File: config.mk
export PLATFORM = sky130hd
export DESIGN_NAME = disp_msg_scheduler
export DESIGN_NICKNAME = d
export VERILOG_FILES = /design/src/rtl/disp_msg_scheduler.sv
export SDC_FILE = /design/constraint.sdc
export NUM_CORES = 1
export LEC_CHECK = 0
export ABC_AREA = 1
export BUFFER_PORTS_ARGS = -buffer_cell sky130_fd_sc_hd__buf_2
export CAP_MARGIN = 10
export CORE_MARGIN = 2
export CORE_UTILIZATION = 50
export DETAILED_ROUTE_END_ITERATION = 6
export PLACE_DENSITY_LB_ADDON = 0.1
export SKIP_CTS_REPAIR_TIMING = 1
export SLEW_MARGIN = 20
export SYNTH_ARGS = -nofsm -noshare
export SYNTH_HDL_FRONTEND = slang
export SYNTH_SLANG_ARGS = --single-unit
File: constraint.sdc
create_clock -name clk -period 1.9 [get_ports clk]
set_clock_uncertainty 0.15 [all_clocks]
set_input_delay 0.38 -clock clk [delete_from_list [all_inputs] [get_ports clk]]
set_output_delay 0.38 -clock clk [all_outputs]
set_load 0.01 [all_outputs]
File: src/rtl/disp_msg_scheduler.sv
// Scrolling message scheduler for the 8-digit seven-segment display.
// Fetches message text from a shared synchronous ROM and paces the scroll.
module disp_msg_scheduler #(
  parameter int         STEP_DIV = 50_000_000,
  parameter int         MSG_LEN  = 16,
  parameter logic [4:0] BLANK    = 5'h1F
) (
  input  logic                        clk,
  input  logic                        rst,
  input  logic [3:0]                  state,
  output logic [$clog2(MSG_LEN)+1:0]  rom_addr,
  input  logic [4:0]                  rom_data,
  output logic [39:0]                 window,
  output logic                        win_valid,
  output logic [1:0]                  msg_id,
  output logic                        wrap
);

  localparam int IW = $clog2(MSG_LEN);
  localparam int CW = $clog2(STEP_DIV);

  localparam logic [CW-1:0] CNT_MAX = CW'(STEP_DIV - 1);
  localparam logic [IW-1:0] PTR_MAX = IW'(MSG_LEN - 1);
  localparam logic [39:0]   BLANKS  = {8{BLANK}};

  typedef enum logic [2:0] {
    S_IDLE,
    S_FETCH_F,
    S_SHIFT_F,
    S_RUN,
    S_FETCH,
    S_SHIFT
  } fsm_t;

  fsm_t          fsm, fsm_n;
  logic          cur_vld, cur_vld_n;
  logic [1:0]    cur_id, cur_id_n;
  logic [IW-1:0] ptr, ptr_n, ptr_inc;
  logic [CW-1:0] cnt, cnt_n;
  logic [2:0]    fill, fill_n;
  logic [39:0]   window_n;
  logic          win_valid_n;
  logic [IW+1:0] rom_addr_n;
  logic          wrap_n;

  logic          map_vld;
  logic [1:0]    map_id;
  logic          changed;

  // Map the ATM state code onto a message; unlisted codes mean idle.
  always_comb begin
    map_vld = 1'b1;
    map_id  = 2'd0;
    case (state)
      4'b0001: map_id = 2'd0;
      4'b0010: map_id = 2'd1;
      4'b1000: map_id = 2'd2;
      4'b1010: map_id = 2'd0;
      default: map_vld = 1'b0;
    endcase
  end

  assign changed = (map_vld != cur_vld) ||
                   (map_vld && (map_id != cur_id));
  assign ptr_inc = ptr + 1'b1;
  assign msg_id  = cur_id;

  // Next-state logic: restart on message change, else fill/step.
  always_comb begin
    fsm_n       = fsm;
    cur_vld_n   = cur_vld;
    cur_id_n    = cur_id;
    ptr_n       = ptr;
    cnt_n       = cnt;
    fill_n      = fill;
    window_n    = window;
    win_valid_n = win_valid;
    rom_addr_n  = rom_addr;
    wrap_n      = 1'b0;
    if (fsm == S_IDLE) begin
      window_n    = BLANKS;
      win_valid_n = 1'b0;
      if (map_vld) begin
        cur_vld_n  = 1'b1;
        cur_id_n   = map_id;
        ptr_n      = '0;
        fill_n     = 3'd0;
        cnt_n      = '0;
        rom_addr_n = {map_id, {IW{1'b0}}};
        fsm_n      = S_FETCH_F;
      end
    end else if (changed) begin
      win_valid_n = 1'b0;
      window_n    = BLANKS;
      cnt_n       = '0;
      if (!map_vld) begin
        cur_vld_n = 1'b0;
        fsm_n     = S_IDLE;
      end else begin
        cur_id_n   = map_id;
        ptr_n      = '0;
        fill_n     = 3'd0;
        rom_addr_n = {map_id, {IW{1'b0}}};
        fsm_n      = S_FETCH_F;
      end
    end else begin
      case (fsm)
        S_FETCH_F: fsm_n = S_SHIFT_F;
        S_SHIFT_F: begin
          window_n = {window[34:0], rom_data};
          ptr_n    = ptr_inc;
          wrap_n   = (ptr == PTR_MAX);
          if (fill == 3'd7) begin
            win_valid_n = 1'b1;
            fsm_n       = S_RUN;
          end else begin
            fill_n     = fill + 1'b1;
            rom_addr_n = {cur_id, ptr_inc};
            fsm_n      = S_FETCH_F;
          end
        end
        S_RUN: begin
          if (cnt == CNT_MAX) begin
            cnt_n      = '0;
            rom_addr_n = {cur_id, ptr};
            fsm_n      = S_FETCH;
          end else begin
            cnt_n = cnt + 1'b1;
          end
        end
        S_FETCH: fsm_n = S_SHIFT;
        S_SHIFT: begin
          window_n = {window[34:0], rom_data};
          ptr_n    = ptr_inc;
          wrap_n   = (ptr == PTR_MAX);
          fsm_n    = S_RUN;
        end
        default: fsm_n = S_IDLE;
      endcase
    end
  end

  // State and output registers.
  always_ff @(posedge clk or negedge rst) begin
    if (!rst) begin
      fsm       <= S_IDLE;
      cur_vld   <= 1'b0;
      cur_id    <= 2'd0;
      ptr       <= '0;
      cnt       <= '0;
      fill      <= 3'd0;
      window    <= BLANKS;
      win_valid <= 1'b0;
      rom_addr  <= '0;
      wrap      <= 1'b0;
    end else begin
      fsm       <= fsm_n;
      cur_vld   <= cur_vld_n;
      cur_id    <= cur_id_n;
      ptr       <= ptr_n;
      cnt       <= cnt_n;
      fill      <= fill_n;
      window    <= window_n;
      win_valid <= win_valid_n;
      rom_addr  <= rom_addr_n;
      wrap      <= wrap_n;
    end
  end

endmodule

### Word level (Yosys, flattened, before mapping)

Index checks and enable logic that the tools add are counted.

| storage, ports and cells | value |
|---|---|
| output and inout bits | 50 |
| flip-flop bits (word level) | 87 |
| input port bits | 11 |
| word-level logic and storage cells | 95 |

| operators by class | value |
|---|---|
| reduce and logical (&&, ||, !) cells | 17 |
| equality and inequality tests | 19 |
| add/sub/neg operators | 3 |
| mux-type cells | 46 |

Operators with widths:

| kind | number |
|---|---|
| 26-bit two-way mux | 5 |
| 40-bit two-way mux | 3 |
| 6-bit two-way mux | 5 |
| 3-bit two-way mux | 9 |
| 26-bit by 1-bit adder with 26-bit output (second input constant) | 1 |
| 26-bit == test (second input constant) | 1 |
| 4-bit two-way mux | 4 |
| 3-bit case mux with 5 select lines | 1 |
| 1-bit two-way mux | 13 |
| 4-bit == test (second input constant) | 3 |
| 6-bit case mux with 2 select lines | 1 |
| 3-bit nonzero test | 4 |
| 3-bit == test (second input constant) | 3 |
| 2-bit two-way mux | 4 |
| 4-bit inequality test (second input constant) | 2 |
| 2-bit AND reduction | 4 |
| 3-bit by 2-bit == test with 1-bit output (second input constant) | 2 |
| 3-bit AND reduction | 2 |
| 4-bit by 1-bit adder with 4-bit output (second input constant) | 1 |
| 4-bit by 1-bit == test with 1-bit output (second input constant) | 1 |
| 4-bit by 2-bit == test with 1-bit output (second input constant) | 1 |
| 2-bit case mux with 2 select lines | 1 |
| 4-bit nonzero test | 1 |
| 4-bit OR reduction | 1 |
| other kinds (12) | 12 |

### Longest topological paths before layout

| logic depth | value |
|---|---|
| word-level depth | 7 |
| gate-level depth with buffers | 14 |
| depth with buffers taken out | 13 |

### Least setup slack after synthesis

Ideal clock, no wire load.

| timing path | value |
|---|---|
| path type | input to register |
| start point | input port state[3] |
| end point | register fill[0] |
| arrival | 1.588 ns |
| data required time | 1.623 ns |
| setup time | 0.127 ns |
| stages on the path | 12 |
| buffers on the path | 2 |
| setup slack | 0.035 ns |
| cells stage by stage | nor2_1 > nand3_2 > nand2_4 > nand2_1 > nand2_2 > inv_2 > nand3_2 > buf_6 > nand2_2 > buf_4 > nand3_1 > o21ai_0 |

| on the way | value |
|---|---|
| longest elaborated chain between the ends | 7 |
| elaborated cells on any way between the ends | 17 |
| those cells by class | eq/ne (7); mux (5); reduce/logical (5) |

Ends and longest elaborated chain:

| element | line | RTL |
|---|---|---|
| from (decl) | 10 | `input logic [3:0] state,` |
| 4-bit == test (tied with other cells) | 54 | `case (state)` |
| 2-bit case mux with 2 select lines or 4-bit OR reduction (tied branches) | - |  |
| 2-bit inequality test or 1-bit two-way mux (tied branches) | 64, 54 |  |
| 1-bit logical AND or 1-bit inequality test (tied branches) | 64, 63 |  |
| 1-bit logical OR | 63 | `assign changed = (map_vld != cur_vld) \|\|` |
| 3-bit inequality test (no line) (tied with other cells) | - |  |
| 2-bit AND reduction (no line) or 3-bit two-way mux (tied branches) | - |  |
| to (signal assigned) | 162 | `fill <= fill_n;` |
| to (decl) | 40 | `logic [2:0] fill, fill_n;` |

Several ways; a longest one is shown, not always the timed one.
A chain may end at the register's enable or synchronous reset.

### Worst setup path in the final report

| timing path | value |
|---|---|
| start point | register cur_id[1], in the netlist msg_id[1] |
| end point | register ptr[2] |

| on the way | value |
|---|---|
| longest elaborated chain between the ends | 5 |
| elaborated cells on any way between the ends | 6 |
| those cells by class | eq/ne (1); mux (2); reduce/logical (3) |

Ends and longest elaborated chain:

| element | line | RTL |
|---|---|---|
| from (decl) | 37 | `logic [1:0] cur_id, cur_id_n;` |
| from (signal assigned) | 159 | `cur_id <= cur_id_n;` |
| 2-bit inequality test (*) | 64 | `(map_vld && (map_id != cur_id));` |
| 1-bit logical AND (*) | 64 |  |
| 1-bit logical OR (*) | 63 |  |
| 4-bit two-way mux | 92 | `end else if (changed) begin` |
| 4-bit two-way mux | 80 | `if (fsm == S_IDLE) begin` |
| to (signal assigned) | 160 | `ptr <= ptr_n;` |
| to (decl) | 38 | `logic [IW-1:0] ptr, ptr_n, ptr_inc;` |

Mark *: on every way between the ends. The rest lies on a longest branch, timed or not.

==> qor.txt <==
status: complete, no violations
Yosys reg bits: 87
clock latency reported for the late side of the worst-skew pair: 0.37 ns
clock tree from TritonCTS: built
Finish-stage setup viols: 0
cell count after synthesis: 645
Post-DRT Antenna Nets: 0
initial antenna violation count: 0
summed area of non-filler cells in the final layout: 5830 sq um
Netlist cell types: 33
Placed Instance Area: 5480 sq um
Hold/Removal Path Class: primary input to flop
maximum number of pins on one net before global-route repair: 88
multi-input combinational cell area: 2250 sq um
relative slew slack: 0.689
final cycle utilization of the critical path: 0.969
Post-Synthesis Net Count: 660
DRC violation count after routing: 0
most used cell along the critical path: sky130_fd_sc_hd__nand2_1
cell-by-cell listing of the critical path: inv_1, nand2_1, nand2_1, nand2_1, a21oi_2, nand2_2, buf_4, nand2_1, a21boi_1
vertical die dimension: 101 um
Arrival @ worst endpoint: 1.97 ns
post-placement worst setup slack: -0.263 ns
mean area per synthesized cell: 7.30 sq um
number of global-route vias before repair: 4058
Crit-path slowest cell: sky130_fd_sc_hd__dfrtp_1
via count: 4345
max-slew violation count: 0
dpl hpwl: 7730 um
worst stage delay on the critical path: 0.43 ns
die outline width: 101 um
CTS buffer count: 9
final estimated routing congestion in global placement: 0.924
Critical Path RT: 2.03 ns
Max Buffers Root-to-Sink: 2
core area: 9200 sq um
Cell Rows: 35
total routing usage reported by global routing: 0.228
RSZ-0062 raised after global routing: true
root buffer selected by CTS: sky130_fd_sc_hd__clkbuf_8
routed wire length: 11200 um
count of endpoints failing hold in the final timing report: 0
fraction of final layout cells sized beyond drive strength 1: 0.274
Mapped Area: 4710 sq um
Buffers on Ports: 60
kind of start point of the critical path: flop
highest ir drop seen on vdd: 0.000607 V
Total Die Area: 10200 sq um
transition at the pin with the smallest max-transition slack: 0.467 ns
starting utilization of the core area: 0.512
Crit Path Category: flop to flop
Max-Cap Viols: 0
first-pass GRT wire length: 18700 um
primary flip-flop cell chosen by synthesis mapping: sky130_fd_sc_hd__dfrtp_1
Antenna Cells: 0
drt first-iter violations: 211
total power divided by cell area: 1160 nW/um^2
synth-to-layout area growth: 23.8%
synthesis warning total: 0
total grt overflow: 0
FILL cells: 812
total iterations of the first detailed-routing run: 4
flip-flop and latch area: 2230 sq um
Final min period: 1.84 ns
setup slack of the critical path after layout: 0.0593 ns
sequential-to-total area share from yosys stat: 0.473
proportion of register bits with asynchronous set or reset after synthesis: 1.00
kind of end point of the critical path: flop
Fmax: 543 MHz
Via density: 5.01
Post-layout nets: 767
Boundary Pins: 61
CTS H-Tree Depth: 3
clk sink count: 87
number of flops mapped to enable cells by yosys: 0
top fanout value on the critical path: 5
leakage power: 2.73 nW
wire length per cell after detailed routing: 12.9 um
clock transition at the registers of the reported paths: 0.09 ns
## area by class of cell
| type | instances | share of cell area |
|---|---|---|
| Tap cell | 111 | 0.0238 |
| Timing Repair Buffer | 114 | 0.133 |
| Clock inverter | 3 | 0.00451 |
| Sequential cell | 87 | 0.382 |
| Inverter | 57 | 0.0367 |
| Clock buffer | 12 | 0.0341 |
| Multi-Input combinational cell | 483 | 0.385 |
## per-stage QoR
stage | power (mW) | TNS (ns) | hold slack, ns | cells | util
final | 6.76 | 0 | 0.0920 | 867 | 0.634
after global routing | 7.24 | -0.339 | 0.0826 | 867 | 0.634
after CTS | 6.67 | -0.642 | -0.0905 | 863 | 0.620
after detailed placement | 5.20 | -11.96 | 0.300 | 848 | 0.596
after global placement | 5.13 | -6.86 | 0.300 | 848 | 0.596
after floorplan | 4.20 | 0 | -0.0656 | 645 | -
## final timing paths
check	startpoint	endpoint	slack, ns	cells past startpoint
max	msg_id[1]$_DFFE_PN0P_	ptr[2]$_DFFE_PN0P_	0.06	9
min	rom_data[0]	window[0]$_DFFE_PN1P_	0.09	3
max reg2reg	msg_id[1]$_DFFE_PN0P_	ptr[2]$_DFFE_PN0P_	0.06	9
min reg2reg	window[14]$_DFFE_PN1P_	window[14]$_DFFE_PN1P_	0.34	2
max in group asynchronous	rst	window[8]$_DFFE_PN1P_	0.77	3
min in group asynchronous	rst	cnt[13]$_DFFE_PN0P_	0.43	3
## synth_stat cells (6+ instances only)
| library cell | instances | area (sq um) |
|---|---|---|
| sky130_fd_sc_hd__xor2_1 | 9 | 78.8 |
| sky130_fd_sc_hd__inv_1 | 56 | 210 |
| sky130_fd_sc_hd__dfstp_2 | 40 | 1050 |
| sky130_fd_sc_hd__dfrtp_1 | 47 | 1180 |
| sky130_fd_sc_hd__buf_2 | 11 | 55.1 |
| sky130_fd_sc_hd__xnor2_1 | 6 | 52.6 |
| sky130_fd_sc_hd__nand3_1 | 39 | 195 |
| sky130_fd_sc_hd__nand2_1 | 176 | 661 |
| sky130_fd_sc_hd__nand4_1 | 12 | 75.1 |
| sky130_fd_sc_hd__o21ai_0 | 12 | 60.1 |
| sky130_fd_sc_hd__nor3_1 | 18 | 90.1 |
| sky130_fd_sc_hd__nor2_1 | 173 | 649 |
| sky130_fd_sc_hd__a21oi_1 | 7 | 35.0 |
## registers in the layout (all words and copies together) (netlist names)
signal     count
win_valid      1
wrap           1
fill           3
cnt           26
window        40
msg_id         2
cur_vld        1
rom_addr       6
ptr            4
fsm            3
## cells by family after synthesis
family | after synthesis | share of synthesized area
AOI/OAI and AO/OA | 31 | 0.0409
and+or+nand+nor | 433 | 0.379
DFF | 87 | 0.473
xor gates and xnor gates | 15 | 0.0279
buffers and inverters | 75 | 0.0691
adders and majority gates | 4 | 0.0106
## power by group
part	total [mW]	leakage [nW]	internal, mW	switching [mW]
clock	1.44	0.117	0.723	0.719
combinational	3.07	1.55	1.17	1.91
sequential	2.25	1.06	2.08	0.170
total	6.76	2.73	3.97	2.79
## cells in the final DEF (no fill, tap or decap), drive strengths merged
master and n:
ha 4, nand3 41, xnor2 6, o21ai 14
dlygate4sd3 1, o21bai 3, xor2 9, dfrtp 47
nor3 18, a21boi 4, a21oi 8, dfstp 40
nor2 178, nand2 181, nand4 12, nand3b 1
nor3b 1, clkbuf 12, buf 113, a22oi 2
inv 60, and2 1
## layer usage
metal / track usage / vias to the layer above / wire, um / share of wire
met1: 0.305 / 2016 / 5160 / 0.46
met3: 0.0354 / 20 / 430 / 0.038
met2: 0.379 / 95 / 5430 / 0.48
met5: 0 / - / 0 / 0
li1: - / 2214 / - / -
met4: 0.0769 / 0 / 200 / 0.018
## critical path, delay by kind of cell (launching register included)
family          cells  cell delay, ns
compound gates      2            0.47
simple gates        5            0.44
flops               1            0.43
buf+inv             2            0.28
No activity file was read; power rests on OpenSTA's default activity.
